==> config.mk <==
export PLATFORM = sky130hd
export DESIGN_NAME = alu_result_stage
export DESIGN_NICKNAME = d
export VERILOG_FILES = /design/src/rtl/alu_result_stage.sv
export SDC_FILE = /design/constraint.sdc
export NUM_CORES = 1
export LEC_CHECK = 0
export CAP_MARGIN = 20
export CORE_UTILIZATION = 35
export CTS_BUF_LIST = sky130_fd_sc_hd__clkbuf_4
export DETAILED_ROUTE_END_ITERATION = 12
export PLACE_DENSITY = 0.73
export SETUP_SLACK_MARGIN = 0.02
export SYNTH_ARGS = -nofsm -noshare
export SYNTH_HDL_FRONTEND = slang
export SYNTH_SLANG_ARGS = --single-unit
==> constraint.sdc <==
create_clock -name clk -period 2.1 [get_ports clk]
set_input_delay 0.21 -clock clk [delete_from_list [all_inputs] [get_ports clk]]
set_output_delay 0.21 -clock clk [all_outputs]
set_load 0.01 [all_outputs]
==> src/rtl/alu_result_stage.sv <==
// ALU result stage: classifies each ALU result (illegal opcode, divide-by-zero, flags)
// and queues it in a 2-entry in-order FIFO with a saturating error counter.
module alu_result_stage (
    input  logic        clk,
    input  logic        rst_n,
    input  logic        in_valid,
    output logic        in_ready,
    input  logic [3:0]  opcode,
    input  logic [63:0] value_b,
    input  logic [64:0] y,
    output logic        out_valid,
    input  logic        out_ready,
    output logic [63:0] result,
    output logic [3:0]  out_opcode,
    output logic [4:0]  flags,
    input  logic        err_clr,
    output logic [15:0] err_cnt
);

    // Entry layout: [72:69] opcode, [68:64] flags {illegal, div_zero, carry, negative, zero}, [63:0] result
    localparam int ENTRY_W = 73;

    function automatic logic [ENTRY_W-1:0] build_entry(
        input logic [3:0]  op,
        input logic [63:0] b,
        input logic [64:0] yv
    );
        logic        illegal;
        logic        div_zero;
        logic        bad;
        logic [63:0] res;
        logic        carry;
        illegal  = (op == 4'b0101) || (op >= 4'b1010);
        div_zero = ((op == 4'b0011) || (op == 4'b0100)) && (b == 64'd0);
        bad      = illegal | div_zero;
        res      = bad ? 64'd0 : yv[63:0];
        carry    = bad ? 1'b0 : yv[64];
        return {op, illegal, div_zero, carry, res[63], (res == 64'd0), res};
    endfunction

    function automatic logic entry_is_error(input logic [ENTRY_W-1:0] e);
        return e[68] | e[67];
    endfunction

    logic [1:0]         count_r;
    logic [1:0]         count_s;
    logic [ENTRY_W-1:0] head_r;
    logic [ENTRY_W-1:0] head_s;
    logic [ENTRY_W-1:0] tail_r;
    logic [ENTRY_W-1:0] tail_s;
    logic [ENTRY_W-1:0] new_s;
    logic               out_valid_r;
    logic               full_r;
    logic [15:0]        err_cnt_r;
    logic               push_s;
    logic               pop_s;

    // Gating with rst_n keeps in_ready low during reset yet high right after release
    assign in_ready   = rst_n & ~full_r;
    assign out_valid  = out_valid_r;
    assign result     = head_r[63:0];
    assign flags      = head_r[68:64];
    assign out_opcode = head_r[72:69];
    assign err_cnt    = err_cnt_r;

    // Next-state FIFO contents; head is zeroed whenever the FIFO drains so outputs read 0 when empty
    always_comb begin
        push_s  = in_valid & in_ready;
        pop_s   = out_valid_r & out_ready;
        new_s   = build_entry(opcode, value_b, y);
        head_s  = head_r;
        tail_s  = tail_r;
        count_s = count_r;
        case (count_r)
            2'd0: begin
                if (push_s) begin
                    head_s  = new_s;
                    count_s = 2'd1;
                end else begin
                    count_s = 2'd0;
                end
            end
            2'd1: begin
                if (push_s && pop_s) begin
                    head_s = new_s;
                end else if (push_s) begin
                    tail_s  = new_s;
                    count_s = 2'd2;
                end else if (pop_s) begin
                    head_s  = '0;
                    count_s = 2'd0;
                end else begin
                    count_s = 2'd1;
                end
            end
            2'd2: begin
                if (pop_s) begin
                    head_s  = tail_r;
                    tail_s  = '0;
                    count_s = 2'd1;
                end else begin
                    count_s = 2'd2;
                end
            end
            default: begin
                head_s  = '0;
                tail_s  = '0;
                count_s = 2'd0;
            end
        endcase
    end

    // FIFO state and registered status flags
    always_ff @(posedge clk or negedge rst_n) begin
        if (!rst_n) begin
            count_r     <= 2'd0;
            head_r      <= '0;
            tail_r      <= '0;
            out_valid_r <= 1'b0;
            full_r      <= 1'b0;
        end else begin
            count_r     <= count_s;
            head_r      <= head_s;
            tail_r      <= tail_s;
            out_valid_r <= (count_s != 2'd0);
            full_r      <= (count_s == 2'd2);
        end
    end

    // Saturating error counter; clear wins over a coincident increment
    always_ff @(posedge clk or negedge rst_n) begin
        if (!rst_n) begin
            err_cnt_r <= 16'd0;
        end else if (err_clr) begin
            err_cnt_r <= 16'd0;
        end else if (push_s && entry_is_error(new_s) && (err_cnt_r != 16'hFFFF)) begin
            err_cnt_r <= err_cnt_r + 16'd1;
        end else begin
            err_cnt_r <= err_cnt_r;
        end
    end

endmodule

==> results.sh, run 1 <==
export IMPL_status="completed"
export IMPL_fin_crit_ps=2010
export IMPL_dp_hpwl_um=14820
export IMPL_coreArea_sq_um=19460
export IMPL_antenna_found_initial=1
export IMPL_yosysSeqAreaShare_pct=58.91
export IMPL_synth_cells=649
export IMPL_initial_core_util_pct=35.80
export IMPL_worst_pin_slew_ps=942.4
export IMPL_crit_type="primary input to register"
export IMPL_drt_pass1_iterations=4
export IMPL_seqPwrFrac_pct=45.3
export IMPL_power_leakage_nw=4.837
export IMPL_p_per_area_nw_per_um2=1075
export IMPL_postSynthAreaPerCell_sq_um=10.73
export IMPL_p_int_mw=7.456
export IMPL_peakVddDrop_uv=667.1
export IMPL_p_sw_mw=4.016
export IMPL_setup_viol=0
export IMPL_dieArea_sq_um=20470
export IMPL_utilization_pct=54.85
export IMPL_swShare_pct=35.01
export IMPL_cp_required_ps=2600
export IMPL_wl_per_cell_um=17.69
export IMPL_cts_max_level=4
export IMPL_cts_buffers=17
export IMPL_grt_total_usage_pct=21.63
export IMPL_ant_nets=0
export IMPL_slew_violations=0
export IMPL_fin_crit_sh_pct=95.72
export IMPL_max_freq_ghz=0.4975
export IMPL_crit_fanout=7
export IMPL_crit_chain="clkdlybuf4s50_1, nor4_4, nand3_1, o41ai_2, buf_4, nand3_4, or4_1, a21oi_1"
export IMPL_fillCellCount=1705
export IMPL_end_kind="register"
export IMPL_p_clk_share_pct=15.8
export IMPL_cp_depth=8
export IMPL_insertion_delay_ps=570
export IMPL_die_y_um=143.1
export IMPL_start_kind="primary input"
export IMPL_async_reset_ff_share_pct=100.0
export IMPL_worst_slack_ps=89.83
export IMPL_syn_area_sq_um=6967
export IMPL_crit_family="simple AND/OR/NAND/NOR gates"
export IMPL_critPathBufInv=2
export IMPL_ys_types=45
export IMPL_io_pins=229
export IMPL_totalWireLength_um=21880
export IMPL_grt_max_degree=165
export IMPL_min_path_type="primary input to register"
export IMPL_skew_ps=20.49
export IMPL_die_x_um=143.1
export IMPL_synth_main_ff_cell="dfrtp_1"
export IMPL_remaining_drc_errors=0
export IMPL_grt_pass1_vias=6485
export IMPL_gp_congestion=0.8456
export IMPL_combPwrFrac_pct=38.9
export IMPL_overflow=0
export IMPL_maxSlewHeadroom_pct=37.17
export IMPL_max_stage_delay_ps=530
export IMPL_place_port_buffers=228
export IMPL_first_iter_violations=365
export IMPL_grt_pass1_wl_um=34030
export IMPL_ys_ff_latch=164
export IMPL_arrival_ps=2510
export IMPL_syn_nets=788
export IMPL_via_count=6589
export IMPL_clockRootBuffer="clkbuf_4"
export IMPL_crit_slowest_cell="or4_1"
export IMPL_drive_gt1_share_pct=16.99
export IMPL_tritoncts="built"
export IMPL_r2r_cells=6
export IMPL_rows=51
export IMPL_area_growth_synth_to_final_pct=53.23
export IMPL_clock_sinks=164
export IMPL_hold_viol=0
export IMPL_place_ws_ps=-617.9
export IMPL_synth_warnings=0
export IMPL_drv_cap=0
export IMPL_hold_depth=3
export IMPL_grt_setup_unrepaired="no"
export IMPL_clk_path_buf_depth=2
export IMPL_synth_edf_count=0
export IMPL_viasPerCell=5.327
export IMPL_clkTransAtPathRegs_ps=150
export IMPL_final_nets=1098
## power by group through the flow
stage               sequential [mW]  clock [mW]  combinational [mW]
floorplan                      5.32           0                1.87
global placement               5.22           0                4.36
detailed placement             5.22           0                4.45
CTS                            5.19        1.87                4.47
global route                   5.36        2.00                4.82
finish                         5.20        1.81                4.46
## routing by layer
layer	routed length, um	global-route usage [%]	vias to the layer above
li1	-	-	3046
met5	0	0	-
met1	9023	27.18	3254
met4	349	7.301	0
met3	1724	4.930	23
met2	10790	36.53	266
## final timing paths
check                           slack (ps)                      end                    from
worst min register to register         510   tail_r[68]$_DFFE_PN0P_  tail_r[68]$_DFFE_PN0P_
max in group asynchronous             1010   err_cnt[6]$_DFFE_PN0P_                   rst_n
worst max register to register          90  err_cnt[14]$_DFFE_PN0P_  err_cnt[5]$_DFFE_PN0P_
min in group asynchronous              330    tail_r[5]$_DFFE_PN0P_                   rst_n
worst max-delay path                    90  err_cnt[14]$_DFFE_PN0P_             value_b[59]
worst min-delay path                   200   head_r[39]$_DFFE_PN0P_                   y[39]
## worst register-to-register path: stages, from the launching register on
cell and delay (ps):
dfrtp_1 400, and4_1 210, and3_4 200, a41oi_4 290, nand3_4 160, or4_1 530, a21oi_1 150
## per-stage QoR
step,TNS (ps),cells,hold WS (ps),instance area [sq um],power (mW)
2_1_floorplan,0,649,-85.59,6967,7.192
6_report,0,1237,203.1,10680,11.47
5_1_grt,0,1237,152.3,10680,12.19
3_3_place_gp,-62890,1198,465.6,10280,9.580
3_5_place_dp,-66320,1198,477.6,10280,9.672
4_1_cts,0,1231,155.8,10580,11.53
## cells in the mapped netlist, types with 5 or more instances
| library cell | number | area share, % |
|---|---|---|
| and3_1 | 7 | 0.63 |
| buf_2 | 8 | 0.57 |
| nor2_1 | 12 | 0.65 |
| clkbuf_1 | 30 | 1.6 |
| a22o_1 | 68 | 8.5 |
| o21ai_0 | 15 | 1.1 |
| buf_1 | 7 | 0.38 |
| a21oi_1 | 17 | 1.2 |
| nor4_1 | 29 | 2.6 |
| nand3_1 | 7 | 0.50 |
| inv_1 | 5 | 0.27 |
| nand2_1 | 143 | 7.7 |
| nand4_1 | 14 | 1.3 |
| a22oi_1 | 67 | 7.2 |
| dfrtp_1 | 164 | 59 |
## timing repair
action	CTS	global route
cloned	1	1
pin swaps	2	4
hold buffers	1	0
hold endpoints to repair	164	0
endpoints found under the setup margin	6	103
setup buffers	0	4
resized for setup	2	10
## state kept, by name, summed over array words and instances, names as in the netlist
signal	cells
tail_r	72
count_r	2
out_valid	1
head_r	72
err_cnt	16
full_r	1
## placed cells by master, fill, tap and decap left out, types with 2 or more instances in the layout
| cell | instances |
|---|---|
| o22ai_1 | 2 |
| nand2_1 | 143 |
| buf_12 | 7 |
| o31ai_1 | 3 |
| or3_1 | 4 |
| clkinv_4 | 2 |
| nor2b_1 | 3 |
| nor2_1 | 11 |
| or3_2 | 3 |
| inv_6 | 5 |
| inv_1 | 5 |
| and3_1 | 4 |
| dfrtp_1 | 164 |
| nor4_1 | 28 |
| a21oi_1 | 16 |
| nor4_2 | 4 |
| clkinvlp_4 | 2 |
| clkdlybuf4s50_1 | 227 |
| and3_4 | 2 |
| buf_4 | 100 |
| clkbuf_4 | 18 |
| a22oi_1 | 67 |
| o21ai_0 | 13 |
| or4_1 | 4 |
| and2_1 | 2 |
| a222oi_1 | 4 |
| nand3_1 | 7 |
| a22o_1 | 68 |
| xor2_1 | 2 |
| nand4_1 | 14 |
| o21ai_1 | 2 |
| nor3_1 | 3 |
## layout make-up
class / count / area [sq um] / area share, %
Timing Repair Buffer: 337 / 3209 / 30.06
Inverter: 5 / 18.77 / 0.1758
Tap cell: 265 / 331.6 / 3.106
Multi-Input combinational cell: 434 / 2748 / 25.74
Antenna cell: 1 / 2.502 / 0.02344
Sequential cell: 164 / 4104 / 38.44
Clock buffer: 18 / 135.1 / 1.266
Clock inverter: 13 / 126.4 / 1.184
## cell families after synthesis
group | after synthesis | share of synthesized area, %
mux | 2 | 0.3053
flops | 164 | 58.91
compound gates | 185 | 20.49
simple gates | 243 | 16.76
fa+ha+maj | 1 | 0.1796
buf+inv | 52 | 3.107
xor+xnor | 2 | 0.2515
Note: power is estimated with default switching activity, not from simulation.
==> inputs of run 2 (changes only) <==
- ABC_CLOCK_PERIOD_IN_PS: not set -> 2150
- DONT_BUFFER_PORTS: not set -> 1
- PLACE_DENSITY: 0.73 -> 0.56
- clock period: 2.1 -> 2.15 ns (I/O delays scaled with it)
==> run 2 against run 1 <==
Count of clock-buffer cells in the layout is 1 lower. Cell count is 19% lower. Sequential cell count stayed put. First-iteration DRC count is 10% lower. Total power is 15% lower. Register-to-register slack worse by 40 ps. Clock skew is 7.1 ps higher. The run now ends with negative hold slack left. Critical path depth is 1 lower. Design area is 20% lower. Combinational power is 44% lower.
==> results.sh, run 2 (synthesis gave the netlist of run 1 again) <==
export IMPL_place_ws_ps=-135.1
export IMPL_whs_ps=-681.8
export IMPL_worst_pin_slew_ps=702.4
export IMPL_max_freq_ghz=0.4771
export IMPL_clockRootBuffer="clkbuf_4"
export IMPL_antenna_found_initial=1
export IMPL_drv_cap=0
export IMPL_worst_slack_ps=54.16
export IMPL_insertion_delay_ps=560
export IMPL_maxSlewHeadroom_pct=53.02
export IMPL_grt_total_usage_pct=20.83
export IMPL_totalWireLength_um=21320
export IMPL_tritoncts="built"
export IMPL_seqPwrFrac_pct=56.6
export IMPL_viasPerCell=5.787
export IMPL_min_path_type="primary input to asynchronous set/reset pin"
export IMPL_crit_fanout=13
export IMPL_holdBufCountCts=71
export IMPL_drive_gt1_share_pct=12.28
export IMPL_io_pins=229
export IMPL_dieArea_sq_um=20470
export IMPL_initial_core_util_pct=35.80
export IMPL_first_iter_violations=327
export IMPL_ant_nets=0
export IMPL_die_y_um=143.1
export IMPL_crit_type="register to register"
export IMPL_area_growth_synth_to_final_pct=21.98
export IMPL_clkTransAtPathRegs_ps=160
export IMPL_cts_max_level=4
export IMPL_grt_setup_unrepaired="yes"
export IMPL_start_kind="register"
export IMPL_grt_pass1_wl_um=32290
export IMPL_coreArea_sq_um=19460
export IMPL_arrival_ps=2600
export IMPL_end_kind="register"
export IMPL_p_int_mw=6.012
export IMPL_clock_sinks=164
export IMPL_p_sw_mw=3.773
export IMPL_dp_hpwl_um=13570
export IMPL_remaining_drc_errors=0
export IMPL_hold_viol=164
export IMPL_tns_ps=0
export IMPL_swShare_pct=38.56
export IMPL_die_x_um=143.1
export IMPL_setup_viol=0
export IMPL_fin_crit_ps=2096
export IMPL_status="complete, but fails checks"
export IMPL_gp_congestion=0.8016
export IMPL_cp_required_ps=2650
export IMPL_cts_buffers=17
export IMPL_final_nets=867
export IMPL_r2r_slack_ps=50
export IMPL_peakVddDrop_uv=770.2
export IMPL_grt_pass1_vias=5948
export IMPL_p_per_area_nw_per_um2=1151
export IMPL_power_leakage_nw=3.939
export IMPL_p_clk_share_pct=18.1
export IMPL_grt_max_degree=167
export IMPL_drt_pass1_iterations=5
export IMPL_final_cell_mix="dfrtp_1, nand2_1, dlygate4sd3_1"
export IMPL_wl_per_cell_um=21.15
export IMPL_r2r_cells=7
export IMPL_slew_violations=0
export IMPL_overflow=0
export IMPL_skew_ps=27.56
export IMPL_via_count=5833
export IMPL_rows=51
export IMPL_fin_crit_sh_pct=97.48
export IMPL_clk_path_buf_depth=2
export IMPL_failed_checks="negative hold slack"
export IMPL_final_common_cell="dfrtp_1"
export IMPL_place_port_buffers=0
export IMPL_combPwrFrac_pct=25.3
==> run 2: cell count changes in the layout (fill, tap and decap cells not counted), sizes merged <==
cell           before  now
clkdlybuf4s50     227    0
clkbuf             19   18
buf               108   35
dlygate4sd3         1   71
inv                11   15
diode               1    2
nand3               9    8
clkinvlp            2    1
bufinv              1    0
==> run 2: power groups by stage <==
stage	clock, mW	sequential [mW]	combinational [mW]
global route	1.96	5.67	2.74
CTS	1.85	5.52	2.49
floorplan	0	5.20	1.83
global placement	0	5.52	2.26
finish	1.77	5.54	2.48
detailed placement	0	5.56	2.36
==> run 2: final timing paths <==
kind                                   startpoint                     end
max                        err_cnt[3]$_DFFE_PN0P_  err_cnt[7]$_DFFE_PN0P_
min                                         rst_n  head_r[69]$_DFFE_PN0P_
max reg2reg                err_cnt[3]$_DFFE_PN0P_  err_cnt[7]$_DFFE_PN0P_
min reg2reg                tail_r[64]$_DFFE_PN0P_  tail_r[64]$_DFFE_PN0P_
max in group asynchronous                   rst_n  tail_r[58]$_DFFE_PN0P_
min in group clk                        out_ready    count_r[0]$_DFF_PN0_
==> run 2: layer usage <==
metal  vias to the layer above  GRT usage, %  part of all wire, %
met4                         0         8.036                  2.6
li1                       2575             -                    -
met5                         -             0                    0
met2                       284         34.89                   49
met3                        34         7.143                  8.9
met1                      2940         24.47                   39
==> run 2: area by class of cell <==
| type | instances | area (sq um) |
|---|---|---|
| multi-input cells | 433 | 2699 |
| inverters | 5 | 18.77 |
| flip-flops and latches | 164 | 4105 |
| well taps | 265 | 331.6 |
| clock inverters | 15 | 137.6 |
| repair buffers | 107 | 1074 |
| diodes | 2 | 5.005 |
| clock buffers | 17 | 127.6 |
| fillers | 1840 | 10960 |
==> run 2: stage by stage <==
stage	util [%]	power (mW)	area (sq um)	std cells
after floorplan	-	7.025	6967	649
after detailed placement	38.37	7.925	7467	901
after CTS	43.38	9.863	8443	1004
after global routing	43.66	10.38	8498	1008
final	43.66	9.785	8498	1008
after global placement	38.37	7.786	7467	901
==> run 2: timing repair <==
action	CTS	global route
endpoints found under the hold margin	320	164
buffers inserted	0	1
gates resized for setup	0	5
setup endpoints to repair	0	10
==> run 2: critical path, cell delays in order (launching register included) <==
cell and delay (ps):
dfrtp_1 410, and4_1 210, and3_1 230, a41oi_2 230, nand3_2 140, buf_12 180, or4_1 490, a21oi_2 140
